===== config.mk =====
export PLATFORM = sky130hd
export DESIGN_NAME = video_timing_src
export DESIGN_NICKNAME = d
export VERILOG_FILES = /design/src/rtl/video_timing_src.sv
export SDC_FILE = /design/constraint.sdc
export NUM_CORES = 1
export LEC_CHECK = 0
export CAP_MARGIN = 10
export CORE_MARGIN = 1
export CORE_UTILIZATION = 50
export DETAILED_ROUTE_END_ITERATION = 8
export PLACE_DENSITY = 0.73
export SLEW_MARGIN = 15
export SYNTH_ARGS = -nofsm -noshare
export SYNTH_HDL_FRONTEND = slang
export SYNTH_SLANG_ARGS = --single-unit

===== constraint.sdc =====
create_clock -name clk_i -period 12.6 [get_ports clk_i]
set_input_delay 2.52 -clock clk_i [delete_from_list [all_inputs] [get_ports clk_i]]
set_output_delay 2.52 -clock clk_i [all_outputs]
set_load 0.1 [all_outputs]

===== src/rtl/video_timing_src.sv =====
// Test-pattern video source: VGA-style raster timing on a valid/ready beat stream.
// Back-pressure freezes the raster. Dropping en_i finishes the current frame before going idle.
module video_timing_src #(
  parameter int unsigned WIDTH     = 24,
  parameter int unsigned H_ACTIVE  = 640,
  parameter int unsigned H_FP      = 16,
  parameter int unsigned H_SYNC    = 96,
  parameter int unsigned H_BP      = 48,
  parameter int unsigned V_ACTIVE  = 480,
  parameter int unsigned V_FP      = 10,
  parameter int unsigned V_SYNC    = 2,
  parameter int unsigned V_BP      = 33,
  parameter logic        HSYNC_ACT = 1'b0,
  parameter logic        VSYNC_ACT = 1'b0
) (
  input  logic             clk_i,
  input  logic             rst_ni,
  input  logic             en_i,
  input  logic [1:0]       pattern_sel_i,
  output logic [WIDTH-1:0] rgb_o,
  output logic             hsync_o,
  output logic             vsync_o,
  output logic             vde_o,
  output logic             valid_o,
  input  logic             ready_i,
  output logic             busy_o
);

  localparam int unsigned H_TOTAL  = H_ACTIVE + H_FP + H_SYNC + H_BP;
  localparam int unsigned V_TOTAL  = V_ACTIVE + V_FP + V_SYNC + V_BP;
  localparam int unsigned HW       = $clog2(H_TOTAL);
  localparam int unsigned VW       = $clog2(V_TOTAL);
  localparam int unsigned C        = WIDTH / 3;
  localparam int unsigned HS_START = H_ACTIVE + H_FP;
  localparam int unsigned HS_END   = HS_START + H_SYNC;
  localparam int unsigned VS_START = V_ACTIVE + V_FP;
  localparam int unsigned VS_END   = VS_START + V_SYNC;
  localparam logic [HW-1:0] H_LAST = HW'(H_TOTAL - 1);
  localparam logic [VW-1:0] V_LAST = VW'(V_TOTAL - 1);

  typedef enum logic [1:0] {IDLE, RUN, FINISH} state_t;

  state_t        state, state_nx;
  logic [HW-1:0] h, h_nx;
  logic [VW-1:0] v, v_nx;
  logic [1:0]    pat, pat_nx;
  logic          valid_nx;
  logic          load;

  function automatic logic [WIDTH-1:0] pixel(input logic [31:0] hh, input logic [31:0] vv,
                                             input logic [1:0] pp);
    logic [2:0] bar;
    bar   = 3'((hh * 8) / H_ACTIVE);
    pixel = '0;
    if (hh < H_ACTIVE && vv < V_ACTIVE) begin
      unique case (pp)
        2'd0:    pixel = {{C{~bar[2]}}, {C{~bar[1]}}, {C{~bar[0]}}};
        2'd1:    pixel = WIDTH'(hh);
        2'd2:    pixel = (hh[3] ^ vv[3]) ? '1 : '0;
        default: pixel = '1;
      endcase
    end
  endfunction

  // (h,v) always names the beat currently presented; the next beat is loaded on its transfer.
  always_comb begin
    state_nx = state;
    h_nx     = h;
    v_nx     = v;
    pat_nx   = pat;
    valid_nx = valid_o;
    load     = 1'b0;
    unique case (state)
      IDLE: begin
        if (en_i) begin
          state_nx = RUN;
          h_nx     = '0;
          v_nx     = '0;
          pat_nx   = pattern_sel_i;
          valid_nx = 1'b1;
          load     = 1'b1;
        end
      end
      default: begin
        state_nx = en_i ? RUN : FINISH;
        if (valid_o && ready_i) begin
          if (state == FINISH && !en_i && h == H_LAST && v == V_LAST) begin
            state_nx = IDLE;
            valid_nx = 1'b0;
            h_nx     = '0;
            v_nx     = '0;
          end else begin
            load = 1'b1;
            if (h == H_LAST) begin
              h_nx = '0;
              if (v == V_LAST) begin
                v_nx   = '0;
                pat_nx = pattern_sel_i;
              end else begin
                v_nx = v + 1'b1;
              end
            end else begin
              h_nx = h + 1'b1;
            end
          end
        end
      end
    endcase
  end

  always_ff @(posedge clk_i or negedge rst_ni) begin
    if (!rst_ni) begin
      state   <= IDLE;
      h       <= '0;
      v       <= '0;
      pat     <= '0;
      valid_o <= 1'b0;
      busy_o  <= 1'b0;
      rgb_o   <= '0;
      vde_o   <= 1'b0;
      hsync_o <= ~HSYNC_ACT;
      vsync_o <= ~VSYNC_ACT;
    end else begin
      state   <= state_nx;
      h       <= h_nx;
      v       <= v_nx;
      pat     <= pat_nx;
      valid_o <= valid_nx;
      busy_o  <= (state_nx != IDLE);
      if (load) begin
        rgb_o   <= pixel(32'(h_nx), 32'(v_nx), pat_nx);
        vde_o   <= (32'(h_nx) < H_ACTIVE) && (32'(v_nx) < V_ACTIVE);
        hsync_o <= (32'(h_nx) >= HS_START && 32'(h_nx) < HS_END) ? HSYNC_ACT : ~HSYNC_ACT;
        vsync_o <= (32'(v_nx) >= VS_START && 32'(v_nx) < VS_END) ? VSYNC_ACT : ~VSYNC_ACT;
      end else if (!valid_nx) begin
        rgb_o   <= '0;
        vde_o   <= 1'b0;
        hsync_o <= ~HSYNC_ACT;
        vsync_o <= ~VSYNC_ACT;
      end
    end
  end

endmodule

== After elaboration in Yosys (flattened, before gate mapping) ==
Cells that the tools add are included.

* Multipliers: 0
* Eq/ne operators: 6
* Divide/modulo/power cells: 1
* Mux-type cells: 42
* Shift operators: 0
* Add/sub/neg operators: 2
* Order comparisons: 6
* Reduce and logical (&&, ||, !) cells: 11
* Bitwise gates (word level): 4

{| class="wikitable"
|+ Operator list
! cell !! number
|-
| two-way mux 10 bit || 11
|-
| two-way mux 24 bit || 4
|-
| case mux 24 bit (3 select lines) || 1
|-
| divider 13 x 10 -> 32 bit, second input constant || 1
|-
| two-way mux 2 bit || 11
|-
| adder 10 x 1 -> 10 bit, second input constant || 2
|-
| == test 10 bit, second input constant || 2
|-
| < comparator 10 bit, second input constant || 2
|-
| < comparator 10 x 9 -> 1 bit, second input constant || 2
|-
| two-way mux 1 bit || 15
|-
| greater-or-equal comparator 10 bit, second input constant || 1
|-
| greater-or-equal comparator 10 x 9 -> 1 bit, second input constant || 1
|-
| logical AND 1 bit || 7
|-
| == test 2 bit, second input constant || 2
|-
| logical NOT 2 bit || 2
|-
| NOT 1 bit || 3
|-
| == test 2 x 1 -> 1 bit, second input constant || 1
|-
| != test 2 x 1 -> 1 bit, second input constant || 1
|-
| nonzero test 2 bit || 1
|-
| logical NOT 1 bit || 1
|-
| bitwise XOR 1 bit || 1
|}

* Flip-flop bits (word level): 53
* Bits in writable memories: 0
* Memories kept: 0
* Logic and storage cells: 82
* Bits of input ports: 6
* Latch bits: 0
* Memory bits (read-only): 0

== Depth between registers and ports, before layout ==
* Depth in word-level cells: 12
* Depth in mapped cells: 18

== Least setup slack after synthesis ==
OpenSTA, ideal clock, no wires.

* Path kind: input-to-reg
* Start: in ready_i
* End: reg rgb_o[3]
* Stages: 16
* Path buffers: 2
* Arrival time: 5718 ps
* Slack: 6796 ps
* Library setup time: 86 ps
* Path through: and2_1 > and4_1 > buf_6 > o311a_1 > or2_2 > buf_2 > inv_1 > ha_1 > nor2b_1 > nand4_1 > nor4_1 > nor4bb_1 > a211oi_2 > xnor2_1 > a311o_2 > a32oi_1

* Word-level cells in the longest chain between the ends: 8
* Elaborated cells on any way between the ends: 25

{| class="wikitable"
|+ RTL lines
! item !! RTL line !! source
|-
| start: declaration || 25 || <nowiki>input logic ready_i,</nowiki>
|-
| logical AND 1 bit * || 86 || <nowiki>if (valid_o && ready_i) begin</nowiki>
|-
| two-way mux 10 bit * || 86 ||
|-
| two-way mux 10 bit * || 73 || <nowiki>unique case (state)</nowiki>
|-
| net h_nx[9] || 44 || <nowiki>logic [HW-1:0] h, h_nx;</nowiki>
|-
| divider 13 x 10 -> 32 bit || 53 || <nowiki>bar = 3'((hh * 8) / H_ACTIVE);</nowiki>
|-
| NOT 1 bit || 57 || <nowiki>2'd0: pixel = {{C{~bar[2]}}, {C{~bar[1]}}, {C{~bar[0]}}};</nowiki>
|-
| case mux 24 bit (3 select lines) || 56 || <nowiki>unique case (pp)</nowiki>
|-
| two-way mux 24 bit * || 55 || <nowiki>if (hh < H_ACTIVE && vv < V_ACTIVE) begin</nowiki>
|-
| two-way mux 24 bit * || 130 || <nowiki>if (load) begin</nowiki>
|-
| end signal: assignment || 131 || <nowiki>rgb_o <= pixel(32'(h_nx), 32'(v_nx), pat_nx);</nowiki>
|-
| end: declaration || 20 || <nowiki>output logic [WIDTH-1:0] rgb_o,</nowiki>
|}

Mark *: on every way through the listed nets, which the timed path passes. The rest lies on a longest branch.
A chain may end at the register's enable or synchronous reset.

== Final worst setup path ==
Same ends and word-level chain as after synthesis.

==> metrics.md <==
| Metric | Value |
|---|---|
| Routed via count | `between 2000 and 3000` |
| Die height | `75.5 µm` |
| Initial antenna violation count | `0` |
| CTS H-tree depth | `2` |
| Synth Area per Inst | `about 9 µm²` |
| Num ports | `35` |
| Outcome | `finished clean` |
| Comb power frac | `0.544` |
| Core Rows | `26` |
| Yosys reg bits | `41` |
| Antenna cell count | `0` |
| IO Port Bufs | `34` |
| Min Tclk post-route | `around 6.6 ns` |
| Reported leakage power | `1.26 nW` |
| Post-synth EDFFs | `0` |
| Startpoint Class | `primary input` |
| R2R Setup Slk | `8.08 ns` |
| Register area | `~1000 µm²` |
| Total design power | `0.602 mW` |
| CTS Buf Count | `5` |
| Fraction of layout instances using a drive strength above 1 | `0.0594` |
| Async set-reset flop share out of synthesis | `1.00` |
| Via-per-instance ratio | `around 6.6` |
| CP Buf/Inv Count | `2` |
| Pre-CTS WS | `roughly 5.9 ns` |
| Multi-input logic area | `approximately 1500 µm²` |
| Synth-to-Final Area Change | `13.2%` |
| Hold Crit Depth | `2` |
| First-pass GRT wire length | `between 10 and 15 mm` |
| Most used cell, CP | `nand4_1` |
| Slew Limit Fails | `0` |
| Hpwl dp | `slightly above 5 mm` |
| Largest area contributor in the netlist | `dfrtp_1` |
| Residual DRC | `0` |
| CTS tree | `yes` |
| Sw frac | `0.539` |
| Hold Path Class | `flop to flop` |
| Mapped Cells | `roughly 310` |
| Least-Margin Pin Slew | `between 1 and 1.5 ns` |
| Delay-heaviest family, CP | `simple AND/OR/NAND/NOR gates` |
| Top cells by count, synth | `dfrtp_1, nand2_1, o21ai_0, nor2_1` |
| Post-synthesis sequential area ratio | `0.381` |
| PwrDens | `between 150 and 200 nW/µm²` |
| Root Buffer | `clkbuf_8` |
| # clock sinks | `41` |
| Share of the synthesized area in the top cell type | `0.361` |
| Final worst-path setup slack | `approximately 6.0 ns` |
| Clock share of power | `0.172` |
| VDD IR-drop max | `between 200 and 300 µV` |
| Synth warnings | `0` |
| Fmax | `between 150 and 200 MHz` |
| RSZ-0062 raised after global routing | `false` |
| Final setup violation count | `0` |
| Syn Std Cell Area | `approximately 2700 µm²` |
| Drt pass-1 iters | `5` |
| Worst Path Arrival | `roughly 6.8 ns` |
| Initial drt markers | `334` |
| Hold endpoint | `vde_o` |
| Maxcap violations | `0` |
| Top FF cell, synth | `dfrtp_1` |
| GP Congestion | `a little over 0.9` |
| Worst Skew | `about 0.008 ns` |
| DRT antenna net count | `0` |
| Resize count post-CTS | `0` |
| Die W | `about 76 µm` |
| Net Sw Power | `roughly 0.32 mW` |
| Top cells by area, synth | `dfrtp_1, o21ai_0, nand2_1` |
| Nets@finish | `330` |
| Die area | `5700 µm²` |
| # fillers | `481` |
| Routed len/inst | `roughly 18 µm` |
| Hold slack final | `0.499 ns` |
| Crit path capture type | `flop` |
| Reg clk slew, reported paths | `about 0.080 ns` |
| Reg2reg end | `rgb_o[3]` |
| Core Area | `approximately 5100 µm²` |
| Grt total ovfl | `0` |
| CP peak stage delay | `between 0.5 and 0.6 ns` |
| Worst Path Required | `12.80 ns` |
| Starting Density | `0.526` |
| Final worst-path cycle share | `0.521` |
| Distinct cells, synth | `68` |
| Worst Reg-to-Reg Cells | `15` |
| Slowest CP cell | `clkdlybuf4s50_1` |
| Skew-Pair Late Insertion Delay | `~0.30 ns` |
| Total GRT Usage | `0.266` |
| Worst flop-to-flop path startpoint | `h[0]` |
| Final Hold Fails | `0` |
| Clock buffer depth | `2` |
| Vias in the first global route | `about 2300` |
| Setup TNS | `0 ns` |
| Hold Crit Start | `vde_o` |
| Top-count cell post-synth | `dfrtp_1` |
| Syn nets | `about 320` |
| Sequential share of power | `0.285` |
| Pint | `0.277 mW` |
| Largest net degree at the start of global routing | `42` |
| WL final | `about 7 mm` |
| CTS Hold Bufs | `0` |
| Post-CTS setup buffers | `0` |
| Relative slew slack | `0.330` |
| Cell breakdown of the critical path | `clkdlybuf4s50_1 -> and2_1 -> nand4_1 -> a31oi_1 -> or2_2 -> inv_1 -> ha_1 -> nor2b_1 -> nand4_1 -> nor4_1 -> nor4bb_1 -> a211oi_2 -> xnor2_1 -> a311o_2 -> a32oi_1` |
| Critical path class | `primary input to flop` |
| CP max FO | `10` |
## how the worst max path moves through the flow
stage / startpoint / end / slack, ns / cells past startpoint
floorplan: ready_i / rgb_o[3] / 6.80 / 16
global placement: ready_i / rgb_o[3] / 6.02 / 15
detailed placement: ready_i / rgb_o[3] / 5.88 / 15
CTS: ready_i / rgb_o[3] / 6.14 / 15
global route: ready_i / rgb_o[3] / 5.77 / 15
finish: ready_i / rgb_o[3] / 6.03 / 15
## layout make-up
type | count | share of cell area
clock buffers | 5 | 0.0225
clock inverters | 2 | 0.0115
inverters | 11 | 0.0135
multi-input cells | 227 | 0.478
flip-flops and latches | 41 | 0.336
well taps | 70 | 0.0286
repair buffers | 34 | 0.110
## flip-flops by register name, summed over array words and instances (netlist names)
register	cells
h	10
v	10
vsync_o	1
state	2
pat	2
rgb_o	12
valid_o	1
vde_o	1
hsync_o	1
busy_o	1
## power by group through the flow
stage	Sequential (mW)	Combinational (mW)	Clock, mW
floorplan	0.274	0.169	0
global placement	0.172	0.326	0
detailed placement	0.172	0.326	0
CTS	0.170	0.327	0.107
global route	0.174	0.340	0.111
finish	0.171	0.327	0.103
## worst register-to-register path: stages (launching register included)
cell and delay (ns):
dfrtp_1 0.43, ha_1 0.27, and3_1 0.21, and4_1 0.33
o311a_1 0.40, or2_2 0.37, inv_1 0.19, ha_1 0.31
nor2b_1 0.34, nand4_1 0.14, nor4_1 0.23, nor4bb_1 0.13
a211oi_2 0.26, xnor2_1 0.10, a311o_2 0.49, a32oi_1 0.24
## kinds of logic after synthesis
| family | count (synthesis) | synth area share |
|---|---|---|
| and+or+nand+nor | 111 | 0.219 |
| adders and majority gates | 4 | 0.0185 |
| DFF | 41 | 0.381 |
| xor gates and xnor gates | 4 | 0.0130 |
| muxes | 5 | 0.0190 |
| buffers and inverters | 39 | 0.0783 |
| AOI/OAI and AO/OA | 103 | 0.271 |
## through the flow
step | instance area [µm²] | cells | utilization
after floorplan | 2700 | 307 | -
after global placement | 2950 | 383 | 0.575
after detailed placement | 2950 | 383 | 0.575
after CTS | 3060 | 390 | 0.595
after global routing | 3060 | 390 | 0.595
final | 3060 | 390 | 0.595
## placed cells by master, fill, tap and decap left out, types with 4 or more instances in the layout
cell type        count
dfrtp_1             39
clkdlybuf4s50_1     33
nand2_1             26
o21ai_0             25
nor2_1              15
a21oi_1             13
nand3_1             13
nand4_1             12
nor3_1               9
and3_1               8
inv_1                8
a22oi_1              7
o21a_1               6
a31oi_1              5
and2_1               5
o31ai_1              5
clkbuf_8             5
mux2i_1              4
a21o_1               4
a221oi_1             4
ha_1                 4
## routing by layer
metal | vias to the layer above | routed length [µm] | GRT usage | part of all wire
li1 | 1187 | - | - | -
met1 | 1242 | 3170 | 0.379 | 0.45
met2 | 126 | 3260 | 0.411 | 0.46
met3 | 11 | 538 | 0.0423 | 0.076
met4 | 0 | 102 | 0.0947 | 0.014
met5 | - | 0 | 0 | 0
Note: power is estimated with default switching activity, not from simulation.
